--- src/rtl/fp_add_align_pipe_pkg.sv ---
// Shared types and width helpers for the floating-point adder pipeline.
// The operand struct below is sized for the default single-precision format.
package fp_add_pkg;

  localparam int GRS_WIDTH      = 3;
  localparam int DEF_EXPO_WIDTH = 8;
  localparam int DEF_MENT_WIDTH = 23;
  localparam int SHIFT_WIDTH    = DEF_EXPO_WIDTH + 1;
  localparam int ALIGN_WIDTH    = DEF_MENT_WIDTH + 1 + GRS_WIDTH;

  function automatic int shift_width(input int expo_width);
    return expo_width + 1;
  endfunction

  function automatic int align_width(input int ment_width);
    return ment_width + 1 + GRS_WIDTH;
  endfunction

  typedef struct packed {
    logic                      sign;
    logic [DEF_EXPO_WIDTH-1:0] eff_exp;
    logic [DEF_MENT_WIDTH:0]   mant_with_hidden;
  } fp_unpacked_t;

endpackage

--- src/rtl/fp_add_align_pipe_if.sv ---
// Operand/result handshake bundle between the adder front end and its neighbours.
interface fp_add_align_pipe_if #(
  parameter int DATA_WIDTH = 32,
  parameter int EXPO_WIDTH = 8,
  parameter int MENT_WIDTH = 23
);
  logic [DATA_WIDTH-1:0] floating1_in;
  logic [DATA_WIDTH-1:0] floating2_in;
  logic                  in_valid_in;
  logic                  in_ready_out;
  logic                  out_ready_in;
  logic                  out_valid_out;
  logic [MENT_WIDTH:0]   bigger_mant_out;
  logic [MENT_WIDTH+3:0] aligned_mant_out;
  logic [EXPO_WIDTH-1:0] bigger_exponent_out;
  logic                  sign_out;
  logic                  eff_sub_out;
  logic                  swap_out;
  logic                  special_out;

  modport slave (
    input  floating1_in, floating2_in, in_valid_in, out_ready_in,
    output in_ready_out, out_valid_out, bigger_mant_out, aligned_mant_out,
           bigger_exponent_out, sign_out, eff_sub_out, swap_out, special_out
  );

  modport master (
    output floating1_in, floating2_in, in_valid_in, out_ready_in,
    input  in_ready_out, out_valid_out, bigger_mant_out, aligned_mant_out,
           bigger_exponent_out, sign_out, eff_sub_out, swap_out, special_out
  );
endinterface

--- src/rtl/fp_align_shifter.sv ---
// Combinational right shifter that appends G/R/S bits, folds shifted-out bits
// into the sticky LSB and saturates to a lone sticky bit for oversized shifts.
module fp_align_shifter
  import fp_add_pkg::*;
#(
  parameter int MANT_WIDTH  = 24,
  parameter int SHIFT_WIDTH = 9
) (
  input  logic [MANT_WIDTH-1:0]           mant,
  input  logic [SHIFT_WIDTH-1:0]          shift,
  output logic [MANT_WIDTH+GRS_WIDTH-1:0] aligned
);
  localparam int AW = MANT_WIDTH + GRS_WIDTH;

  function automatic logic [AW-1:0] sticky_shift(input logic [MANT_WIDTH-1:0]  m,
                                                 input logic [SHIFT_WIDTH-1:0] s);
    logic [AW-1:0] ext;
    logic [AW-1:0] lost_mask;
    ext = {m, {GRS_WIDTH{1'b0}}};
    if (s >= SHIFT_WIDTH'(AW)) begin
      return {{(AW-1){1'b0}}, |m};
    end
    lost_mask = ~({AW{1'b1}} << s);
    return (ext >> s) | {{(AW-1){1'b0}}, |(ext & lost_mask)};
  endfunction

  assign aligned = sticky_shift(mant, shift);
endmodule

--- src/rtl/fp_add_align_pipe.sv ---
// Two-stage alignment front end: unpack and order operands by magnitude, then
// shift the smaller mantissa into place with guard/round/sticky bits.
module fp_add_align_pipe
  import fp_add_pkg::*;
#(
  parameter int DATA_WIDTH = 32,
  parameter int EXPO_WIDTH = 8,
  parameter int MENT_WIDTH = 23
) (
  input logic                clk_in,
  input logic                rst_n_in,
  fp_add_align_pipe_if.slave bus
);
  localparam int SHIFT_W = shift_width(EXPO_WIDTH);
  localparam int ALIGN_W = align_width(MENT_WIDTH);

  logic                  sign_a, sign_b;
  logic [EXPO_WIDTH-1:0] exp_a, exp_b, eff_a, eff_b;
  logic [MENT_WIDTH-1:0] frac_a, frac_b;
  logic [MENT_WIDTH:0]   mant_a, mant_b;
  logic                  swap;
  logic [SHIFT_W-1:0]    diff;
  logic                  s1_load, s2_load, accept;

  logic                  vld_p1, vld_p2;
  logic [MENT_WIDTH:0]   big_mant_p1, small_mant_p1, big_mant_p2;
  logic [EXPO_WIDTH-1:0] big_exp_p1, big_exp_p2;
  logic [SHIFT_W-1:0]    diff_p1;
  logic                  sign_p1, eff_sub_p1, swap_p1, special_p1;
  logic                  sign_p2, eff_sub_p2, swap_p2, special_p2;
  logic [ALIGN_W-1:0]    aligned_p1, aligned_p2;

  assign {sign_a, exp_a, frac_a} = bus.floating1_in;
  assign {sign_b, exp_b, frac_b} = bus.floating2_in;

  // Zero/denormal operands sit at effective exponent 1 with no hidden bit.
  assign eff_a  = (exp_a != '0) ? exp_a : EXPO_WIDTH'(1);
  assign eff_b  = (exp_b != '0) ? exp_b : EXPO_WIDTH'(1);
  assign mant_a = {exp_a != '0, frac_a};
  assign mant_b = {exp_b != '0, frac_b};

  assign swap = {eff_b, frac_b} > {eff_a, frac_a};
  assign diff = swap ? ({1'b0, eff_b} - {1'b0, eff_a}) : ({1'b0, eff_a} - {1'b0, eff_b});

  assign s2_load          = !vld_p2 | bus.out_ready_in;
  assign s1_load          = !vld_p1 | s2_load;
  assign accept           = bus.in_valid_in & s1_load;
  assign bus.in_ready_out = s1_load;

  // Stage 1: magnitude ordering and exponent difference
  always_ff @(posedge clk_in or negedge rst_n_in) begin
    if (!rst_n_in) begin
      vld_p1        <= 1'b0;
      big_mant_p1   <= '0;
      small_mant_p1 <= '0;
      big_exp_p1    <= '0;
      diff_p1       <= '0;
      sign_p1       <= 1'b0;
      eff_sub_p1    <= 1'b0;
      swap_p1       <= 1'b0;
      special_p1    <= 1'b0;
    end else begin
      if (s1_load) vld_p1 <= bus.in_valid_in;
      if (accept) begin
        big_mant_p1   <= swap ? mant_b : mant_a;
        small_mant_p1 <= swap ? mant_a : mant_b;
        big_exp_p1    <= swap ? eff_b : eff_a;
        diff_p1       <= diff;
        sign_p1       <= swap ? sign_b : sign_a;
        eff_sub_p1    <= sign_a ^ sign_b;
        swap_p1       <= swap;
        special_p1    <= (&exp_a) | (&exp_b);
      end
    end
  end

  fp_align_shifter #(
    .MANT_WIDTH  (MENT_WIDTH + 1),
    .SHIFT_WIDTH (SHIFT_W)
  ) u_shifter (
    .mant    (small_mant_p1),
    .shift   (diff_p1),
    .aligned (aligned_p1)
  );

  // Stage 2: aligned mantissa and result registers
  always_ff @(posedge clk_in or negedge rst_n_in) begin
    if (!rst_n_in) begin
      vld_p2      <= 1'b0;
      big_mant_p2 <= '0;
      aligned_p2  <= '0;
      big_exp_p2  <= '0;
      sign_p2     <= 1'b0;
      eff_sub_p2  <= 1'b0;
      swap_p2     <= 1'b0;
      special_p2  <= 1'b0;
    end else if (s2_load) begin
      vld_p2 <= vld_p1;
      if (vld_p1) begin
        big_mant_p2 <= big_mant_p1;
        aligned_p2  <= aligned_p1;
        big_exp_p2  <= big_exp_p1;
        sign_p2     <= sign_p1;
        eff_sub_p2  <= eff_sub_p1;
        swap_p2     <= swap_p1;
        special_p2  <= special_p1;
      end
    end
  end

  assign bus.out_valid_out       = vld_p2;
  assign bus.bigger_mant_out     = big_mant_p2;
  assign bus.aligned_mant_out    = aligned_p2;
  assign bus.bigger_exponent_out = big_exp_p2;
  assign bus.sign_out            = sign_p2;
  assign bus.eff_sub_out         = eff_sub_p2;
  assign bus.swap_out            = swap_p2;
  assign bus.special_out         = special_p2;
endmodule
--- src/flat_wrapper.sv ---
// flat-port wrapper written by rule: the top's interface ports become plain ports
module fp_add_align_pipe_flat import fp_add_pkg::*;
#(
  parameter int DATA_WIDTH = 32,
  parameter int EXPO_WIDTH = 8,
  parameter int MENT_WIDTH = 23
)
  (clk_in, rst_n_in, bus_floating1_in, bus_floating2_in, bus_in_valid_in, bus_out_ready_in, bus_in_ready_out, bus_out_valid_out, bus_bigger_mant_out, bus_aligned_mant_out, bus_bigger_exponent_out, bus_sign_out, bus_eff_sub_out, bus_swap_out, bus_special_out);
  fp_add_align_pipe_if #(.DATA_WIDTH(DATA_WIDTH), .EXPO_WIDTH(EXPO_WIDTH), .MENT_WIDTH(MENT_WIDTH)) bus_i ();
  input logic clk_in;
  input logic rst_n_in;
  input wire logic [$bits(bus_i.floating1_in)-1:0] bus_floating1_in;
  input wire logic [$bits(bus_i.floating2_in)-1:0] bus_floating2_in;
  input wire logic [$bits(bus_i.in_valid_in)-1:0] bus_in_valid_in;
  input wire logic [$bits(bus_i.out_ready_in)-1:0] bus_out_ready_in;
  output wire logic [$bits(bus_i.in_ready_out)-1:0] bus_in_ready_out;
  output wire logic [$bits(bus_i.out_valid_out)-1:0] bus_out_valid_out;
  output wire logic [$bits(bus_i.bigger_mant_out)-1:0] bus_bigger_mant_out;
  output wire logic [$bits(bus_i.aligned_mant_out)-1:0] bus_aligned_mant_out;
  output wire logic [$bits(bus_i.bigger_exponent_out)-1:0] bus_bigger_exponent_out;
  output wire logic [$bits(bus_i.sign_out)-1:0] bus_sign_out;
  output wire logic [$bits(bus_i.eff_sub_out)-1:0] bus_eff_sub_out;
  output wire logic [$bits(bus_i.swap_out)-1:0] bus_swap_out;
  output wire logic [$bits(bus_i.special_out)-1:0] bus_special_out;
  assign bus_i.floating1_in = bus_floating1_in;
  assign bus_i.floating2_in = bus_floating2_in;
  assign bus_i.in_valid_in = bus_in_valid_in;
  assign bus_i.out_ready_in = bus_out_ready_in;
  assign bus_in_ready_out = bus_i.in_ready_out;
  assign bus_out_valid_out = bus_i.out_valid_out;
  assign bus_bigger_mant_out = bus_i.bigger_mant_out;
  assign bus_aligned_mant_out = bus_i.aligned_mant_out;
  assign bus_bigger_exponent_out = bus_i.bigger_exponent_out;
  assign bus_sign_out = bus_i.sign_out;
  assign bus_eff_sub_out = bus_i.eff_sub_out;
  assign bus_swap_out = bus_i.swap_out;
  assign bus_special_out = bus_i.special_out;
  fp_add_align_pipe #(.DATA_WIDTH(DATA_WIDTH), .EXPO_WIDTH(EXPO_WIDTH), .MENT_WIDTH(MENT_WIDTH)) u_core (.clk_in(clk_in), .rst_n_in(rst_n_in), .bus(bus_i));
endmodule
--- config.mk ---
export PLATFORM = sky130hd
export DESIGN_NAME = fp_add_align_pipe_flat
export DESIGN_NICKNAME = d
export VERILOG_FILES = /design/src/rtl/fp_add_align_pipe_pkg.sv /design/src/rtl/fp_add_align_pipe_if.sv /design/src/rtl/fp_align_shifter.sv /design/src/rtl/fp_add_align_pipe.sv /design/src/flat_wrapper.sv
export SDC_FILE = /design/constraint.sdc
export NUM_CORES = 1
export LEC_CHECK = 0
export CAP_MARGIN = 0
export CORE_UTILIZATION = 25
export DETAILED_ROUTE_END_ITERATION = 7
export GPL_TIMING_DRIVEN = 0
export PLACE_DENSITY = 0.54
export SYNTH_ARGS = -nofsm -noshare
export SYNTH_HDL_FRONTEND = slang
export SYNTH_HIERARCHICAL = 1
export SYNTH_SLANG_ARGS = --single-unit
--- constraint.sdc ---
create_clock -name clk_in -period 7.05 [get_ports clk_in]
set_clock_uncertainty 0.15 [all_clocks]
set_input_delay 1.41 -clock clk_in [delete_from_list [all_inputs] [get_ports clk_in]]
set_output_delay 1.41 -clock clk_in [all_outputs]
set_load 0.01 [all_outputs]
Word level (Yosys, flattened, before mapping)
Index checks and enable logic that the tools add are counted.
{"block": "classes", "add_sub_neg": 2, "n_mul": 0, "div_mod_pow": 0, "order_cmp": 2, "n_eq_ne": 0, "shifts": 2, "mux": 10, "bitwise_logic": 8, "reduce_logical": 9}
{"op": "two-way mux 27 bit", "n": 2}
{"op": "two-way mux 24 bit", "n": 2}
{"op": "greater-than comparator 31 bit", "n": 1}
{"op": "AND 27 bit", "n": 1}
{"op": "inverter 27 bit", "n": 1}
{"op": "OR 27 x 1 -> 27 bit", "n": 1}
{"op": "OR reduction 27 bit", "n": 1}
{"op": "<< shifter 27 x 9 -> 27 bit (first input constant)", "n": 1}
{"op": "right shift 27 x 9 -> 27 bit", "n": 1}
{"op": "two-way mux 8 bit", "n": 3}
{"op": "OR reduction 24 bit", "n": 1}
{"op": "subtractor 8 x 8 -> 9 bit", "n": 2}
{"op": "AND reduction 8 bit", "n": 2}
{"op": "nonzero test 8 bit", "n": 2}
{"op": "greater-or-equal comparator 9 x 5 -> 1 bit (second input constant)", "n": 1}
{"op": "two-way mux 9 bit", "n": 1}
{"op": "OR 1 bit", "n": 3}
{"op": "logical NOT 1 bit", "n": 2}
{"op": "two-way mux 1 bit", "n": 2}
{"op": "AND reduction 2 bit", "n": 1}
{"op": "AND 1 bit", "n": 1}
{"op": "bitwise XOR 1 bit", "n": 1}
{"block": "totals", "register_bits": 134, "latchBits": 0, "ramBits": 0, "romBits": 0, "input_bits": 68, "output_inout_bits": 65, "memories": 0}

Logic depth before layout (Yosys ltp)
Gate-level depths: netlist (run 1).
{"block": "logic_depth", "word_depth": 6, "ltp_mapped": 14, "ltp_nobuf": 12}

Modules after synthesis
The synthesis (run 1) kept the hierarchy.
{"module": "fp_add_align_pipe", "n_inst": 1, "cells_each": 732, "area_each_um2": 6994.2, "seq_area_each_um2": 3353.2}
{"module": "fp_align_shifter", "n_inst": 1, "cells_each": 263, "area_each_um2": 1796.7, "seq_area_each_um2": 0.0}

Worst setup path before layout (run 1)
Ideal clock, no wire load.
{"block": "synth_path", "path_kind": "input port to flip-flop", "from": "in bus_floating1_in[24]", "to": "reg u_core.diff_p1[5]", "t_arrival_ns": 3.515, "path_slack_ns": 3.245, "cell_stages": 12, "cell_sequence": "nor4_1 > a21oi_1 > ha_1 > and3_1 > nand3_1 > a32o_1 > buf_2 > or2_1 > buf_6 > buf_2 > o211ai_1 > a31oi_1"}
{"block": "synth_via", "elab_chain_len": 4, "elab_cells_between_ends": 6, "classes_between": "add/sub: 2; order compare: 1; mux: 2; reduce/logical: 1"}
{"element": "from (decl)", "line": "flat_wrapper.sv:12", "source": "input wire logic [$bits(bus_i.floating1_in)-1:0] bus_floating1_in;"}
{"element": "nonzero test 8 bit", "line": "fp_add_align_pipe.sv:37", "source": "assign eff_a = (exp_a != '0) ? exp_a : EXPO_WIDTH'(1);"}
{"element": "two-way mux 8 bit *", "line": "fp_add_align_pipe.sv:37"}
{"element": "greater-than comparator 31 bit or subtractor 8 x 8 -> 9 bit (tied branches)", "line": "fp_add_align_pipe.sv:42, fp_add_align_pipe.sv:43"}
{"element": "two-way mux 9 bit *", "line": "fp_add_align_pipe.sv:43", "source": "assign diff = swap ? ({1'b0, eff_b} - {1'b0, eff_a}) : ({1'b0, eff_a} - {1'b0, eff_b});"}
{"element": "to (signal assigned)", "line": "fp_add_align_pipe.sv:68", "source": "diff_p1 <= diff;"}
{"element": "to (decl)", "line": "fp_add_align_pipe.sv:28", "source": "logic [SHIFT_W-1:0] diff_p1;"}
Every way passes the cells marked *; elsewhere a longest branch is shown, timed or not.
A chain may end at the register's enable or synchronous reset.

Final worst setup path (run 1)
{"block": "layout_path", "from": "in bus_floating1_in[28]", "to": "reg u_core.big_mant_p1[15]"}
{"block": "layout_via", "elab_chain_len": 4}
{"element": "nonzero test 8 bit", "line": "fp_add_align_pipe.sv:37"}
{"element": "two-way mux 8 bit *", "line": "fp_add_align_pipe.sv:37"}
{"element": "greater-than comparator 31 bit *", "line": "fp_add_align_pipe.sv:42", "source": "assign swap = {eff_b, frac_b} > {eff_a, frac_a};"}
{"element": "two-way mux 24 bit *", "line": "fp_add_align_pipe.sv:65", "source": "big_mant_p1 <= swap ? mant_b : mant_a;"}
{"element": "to (signal assigned)", "line": "fp_add_align_pipe.sv:65"}
{"element": "to (decl)", "line": "fp_add_align_pipe.sv:26", "source": "logic [MENT_WIDTH:0] big_mant_p1, small_mant_p1, big_mant_p2;"}
Marks and branches as above.

==> results of run 1 <==
-- area by class of cell --
cell class                 instances  area share [%]
multi-input combinational        730           43.28
sequential                       134           29.63
buffer                            82           3.140
inverter                          49           1.625
clock inverter                    14           1.548
clock buffer                      18           3.792
antenna                            1         0.02211
tap                              455           5.030
timing repair buffer             133           11.93
-- how the worst max path moves through the flow --
stage / end / slack (ps) / cells after the start
floorplan: u_core/diff_p1[5]$_DFFE_PN0P_ / 3240 / 12
global placement: u_core/big_mant_p1[22]$_DFFE_PN0P_ / -1290 / 1
detailed placement: u_core/big_mant_p1[11]$_DFFE_PN0P_ / 1990 / 14
CTS: u_core/big_mant_p1[12]$_DFFE_PN0P_ / 2430 / 14
global route: u_core/big_mant_p1[7]$_DFFE_PN0P_ / 1970 / 14
finish: u_core/big_mant_p1[15]$_DFFE_PN0P_ / 2390 / 14
-- layout by cell type (no fill, tap or decap), drive strengths merged, types with 3 or more instances in the layout --
master         count
a211o              3
a211oi             9
a21boi             5
a21o               5
a21oi             49
a22oi              4
a31oi             59
and2               5
and2b              3
buf               22
bufinv             3
clkbuf            80
clkdlybuf4s50    131
clkinv             4
clkinvlp           3
dfrtp            134
ha                40
inv               53
mux2              72
mux2i             16
mux4              17
nand2            174
nand2b             6
nand3             12
nand3b             3
nand4             16
nor2              93
nor2b              8
nor3              16
nor4              17
o211ai             5
o21a               4
o21ai             43
o22ai              5
o31a               3
or3               10
-- cell families (layout without fill, tap and decap cells) --
group | after synthesis | after routing
other | 0 | 1
AND/OR/NAND/NOR | 371 | 371
AO/OA/AOI/OAI | 211 | 211
adder cells (fa/ha/maj) | 42 | 42
multiplexers | 105 | 105
XOR/XNOR | 1 | 1
buffers and inverters | 131 | 296
flip-flops | 134 | 134
-- routing by layer --
metal	up-vias	track usage, %
met4	4	7.103
met5	-	0
met3	53	4.004
li1	3843	-
met1	3908	23.82
met2	291	25.81
-- state kept, by name, summed over array words and instances (netlist names) --
register and count:
u_core/bus.aligned_mant_out 27, u_core/bus.eff_sub_out 1, u_core/diff_p1 9, u_core/bus.bigger_exponent_out 8
u_core/big_mant_p1 24, u_core/big_exp_p1 8, u_core/special_p1 1, u_core/bus.swap_out 1
u_core/vld_p1 1, u_core/bus.special_out 1, u_core/bus.bigger_mant_out 24, u_core/eff_sub_p1 1
u_core/swap_p1 1, u_core/small_mant_p1 24, u_core/bus.sign_out 1, u_core/sign_p1 1
u_core/bus.out_valid_out 1
-- power groups by stage --
stage               Clock (µW)  Sequential, µW  Combinational, µW
global route               994            1080               1210
floorplan                    0            1050                642
global placement             0            1070               1100
CTS                        962            1060               1110
detailed placement           0            1070               1100
finish                     933            1060               1110
-- through the flow --
step | setup WS, ps | std cells | setup TNS (ps) | instance area, µm² | power (µW)
6_report | 2391 | 1616 | 0 | 11320 | 3105
5_1_grt | 1967 | 1615 | 0 | 11310 | 3283
4_1_cts | 2426 | 1615 | 0 | 11310 | 3127
3_3_place_gp | -1294 | 1582 | -171740 | 10680 | 2169
3_5_place_dp | 1995 | 1583 | 0 | 10710 | 2172
2_1_floorplan | 3245 | 995 | 0 | 8791 | 1690
-- critical path, cell delays in order --
cell                              delay, ps
sky130_fd_sc_hd__clkdlybuf4s50_1        490
sky130_fd_sc_hd__nor4_1                 450
sky130_fd_sc_hd__a21oi_1                210
sky130_fd_sc_hd__ha_1                   230
sky130_fd_sc_hd__a21oi_1                150
sky130_fd_sc_hd__o21ai_0                140
sky130_fd_sc_hd__a21oi_1                310
sky130_fd_sc_hd__and4_4                 280
sky130_fd_sc_hd__buf_6                  140
sky130_fd_sc_hd__or2_1                  120
sky130_fd_sc_hd__buf_6                  150
sky130_fd_sc_hd__clkbuf_1               470
sky130_fd_sc_hd__nand2_1                130
sky130_fd_sc_hd__a31oi_1                190
==> impl_summary.txt, run 1 <==
----------------------------------------------------
[Global routing]
  Number of global-route vias before repair ... 8130
  Global-route wire length before repair ... 47680 µm
  Aggregate global routing overflow ... 0
  Global-route usage over all layers ... 17.28%
  Number of antenna violations at the first check in global routing ... 3
  Pin count of the biggest net entering global routing ... 72

[Timing]
  Final Hold Vio Count ... 0
  Final min period ... 4659 ps
  Number of pins exceeding their max-slew limit in the final report ... 0
  Top achievable clock speed ... 0.2146 GHz
  Setup violations, final ... 0
  Worst-case hold slack ... 331.1 ps
  Slew at the pin closest to its max-slew limit ... 1305 ps
  Final worst-path cycle share ... 66.09%
  Relative slew margins ... 12.19%
  RSZ-0062 raised after global routing ... no

[Worst setup path]
  Count of cells along the worst register-to-register path ... 7
  Arr. time, crit path ... 4860 ps
  Crit-path max FO ... 10
  Launch point of the critical path ... bus_floating1_in[28]
  Kind of start point of the critical path ... primary input
  FF-to-FF End ... u_core/bus.aligned_mant_out[0]$_DFFE_PN0P_
  Required time of the critical path ... 7250 ps
  Crit Path Category ... primary input to register
  Sort of element at the end of the critical path ... register
  Origin of the critical flop-to-flop path ... u_core/diff_p1[7]$_DFFE_PN0P_
  Slack of the worst reg-to-reg path ... 3810 ps

[Detailed routing]
  Post-detailed-route count of antenna-violating nets ... 0
  Metal1 wirelength ... 14170 µm
  Overall routed net length ... 30140 µm
  Total vias in the final route ... 8099
  Final routed wire length divided by cell count ... 18.65 µm
  Routed met3 length ... 1912 µm
  1st-iter DRT viols ... 720
  Total met2 wirelength after detailed routing ... 13180 µm
  Highest routed metal layer ... met5
  Residual DRC ... 0
  Number of optimization iterations in the first detailed-route pass ... 6
  Vias per Instance ... 5.012

[Synth]
  Net count after synthesis ... 1105
  Commonest cells in the netlist ... sky130_fd_sc_hd__nand2_1, sky130_fd_sc_hd__dfrtp_1, sky130_fd_sc_hd__nor2_1
  Synth Instances ... 995
  Top cells by area, synth ... sky130_fd_sc_hd__dfrtp_1, sky130_fd_sc_hd__mux2_2, sky130_fd_sc_hd__nand2_1, sky130_fd_sc_hd__ha_1, sky130_fd_sc_hd__mux4_2
  Count of unique library cells instantiated by Yosys ... 62
  Top-count cell post-synth ... sky130_fd_sc_hd__nand2_1
  Simple-gate share of the synthesized area ... 19.07%
  Post-synthesis instance area ... 0.008791 mm²
  Dominant combinational cell family by area after synthesis ... simple AND/OR/NAND/NOR gates
  FFs w/ async S/R, synth ... 100.0%
  Most used DFF post-synth ... sky130_fd_sc_hd__dfrtp_1
  Cell type contributing the most total cell area after synthesis ... sky130_fd_sc_hd__dfrtp_1
  Avg Inst Size Synth ... 8.835 µm²
  Area fraction of the dominant cell type after synthesis ... 38.14%
  Sequential fraction of the synthesis area ... 38.14%
  Post-synthesis share of cell area spent on full adders, half adders and majority gates ... 6.149%
  Count of state elements after synthesis ... 134
  Yosys synthesis warning count ... 6
  Complex-gate fraction of the synthesized area ... 15.00%
  Number of enable flip-flop cells after synthesis ... 0
  Mux cell area share after synthesis ... 15.40%
  Post-synthesis share of cell area spent on xor and xnor gates ... 0.09963%

[Final layout]
  Final-layout fill cell count ... 3676
  Nets ... 1257
  Utilization after layout ... 32.76%
  Synthesis-to-finish area growth ... 28.74%
  Area taken by multi-input logic gates ... 0.004898 mm²
  Register Area ... 0.003353 mm²
  Fraction of layout cells with a size suffix above 1 ... 12.93%

[Floorplan]
  Standard-cell row count ... 68
  Die Ht ... 189.5 µm
  Effective utilization at floorplan ... 25.45%
  Core outline area ... 0.03454 mm²
  Width of the die ... 189.5 µm
  Area of the die ... 0.03592 mm²
  Number of top-level pins ... 133

[Clock network]
  Number of H-tree levels ... 4
  TritonCTS clock tree ... done
  Post-CTS setup-driven buffer insertion count ... 0
  TritonCTS Buffers ... 17
  Max Buffers Root-to-Sink ... 2
  Master cell of the clock root buffer ... sky130_fd_sc_hd__clkbuf_16
  Hold buffers post-CTS ... 0
  Count of instances resized after the clock tree is built ... 0
  CTS sink count ... 134
  Source-to-sink clock delay at the later pin of the worst-skew pair ... 430 ps
  CTS clk-pin slew, worst paths ... 60 ps

[Placement]
  Placer's final routability congestion estimate ... 0.9293
  HPWL after detailed placement ... 22940 µm
  IO buf count ... 132

[Power]
  Worst ir drop on vdd ... 0.0001816 V
  Switching Power ... 1130 µW
  Leakage power figure ... 0.004658 µW
  Comb pwr share ... 35.9%
  Portion of total power attributed to the clock network ... 30.1%
  Power Internal ... 1974 µW
  Switch share ... 36.40%
  Flop pwr share ... 34.0%
  Power density normalized to cell area ... 274.3 mW/mm²

[Min path]
  Worst-case hold path end point ... u_core/special_p1$_DFFE_PN0P_
  Startpoint of the tightest hold check path ... u_core/special_p1$_DFFE_PN0P_
  Class of the tightest hold or removal check ... register to register
  Hold Path Depth ... 2

[Job]
  Number of violations of the max-capacitance limit ... 0

[Run status]
  Run status ... completed

----------------------------------------------------
Note: power is estimated with default switching activity, not from simulation.
==> inputs of run 2 (changes only) <==
- clock period: 7.05 -> 4.6 ns (I/O delays scaled with it)
==> results of run 2 <==
The final DEF is identical to that of run 1. Status: completed.
Among the figures that moved: setup slack after placement 1995 ps -> 34.89 ps; setup slack after layout 2391 ps -> 430.8 ps; hold slack 331.1 ps -> 324.1 ps; register-to-register setup slack 3810 ps -> 1360 ps; total power 3105 µW -> 4758 µW; worst IR drop on VDD 0.0001816 V -> 0.0002784 V
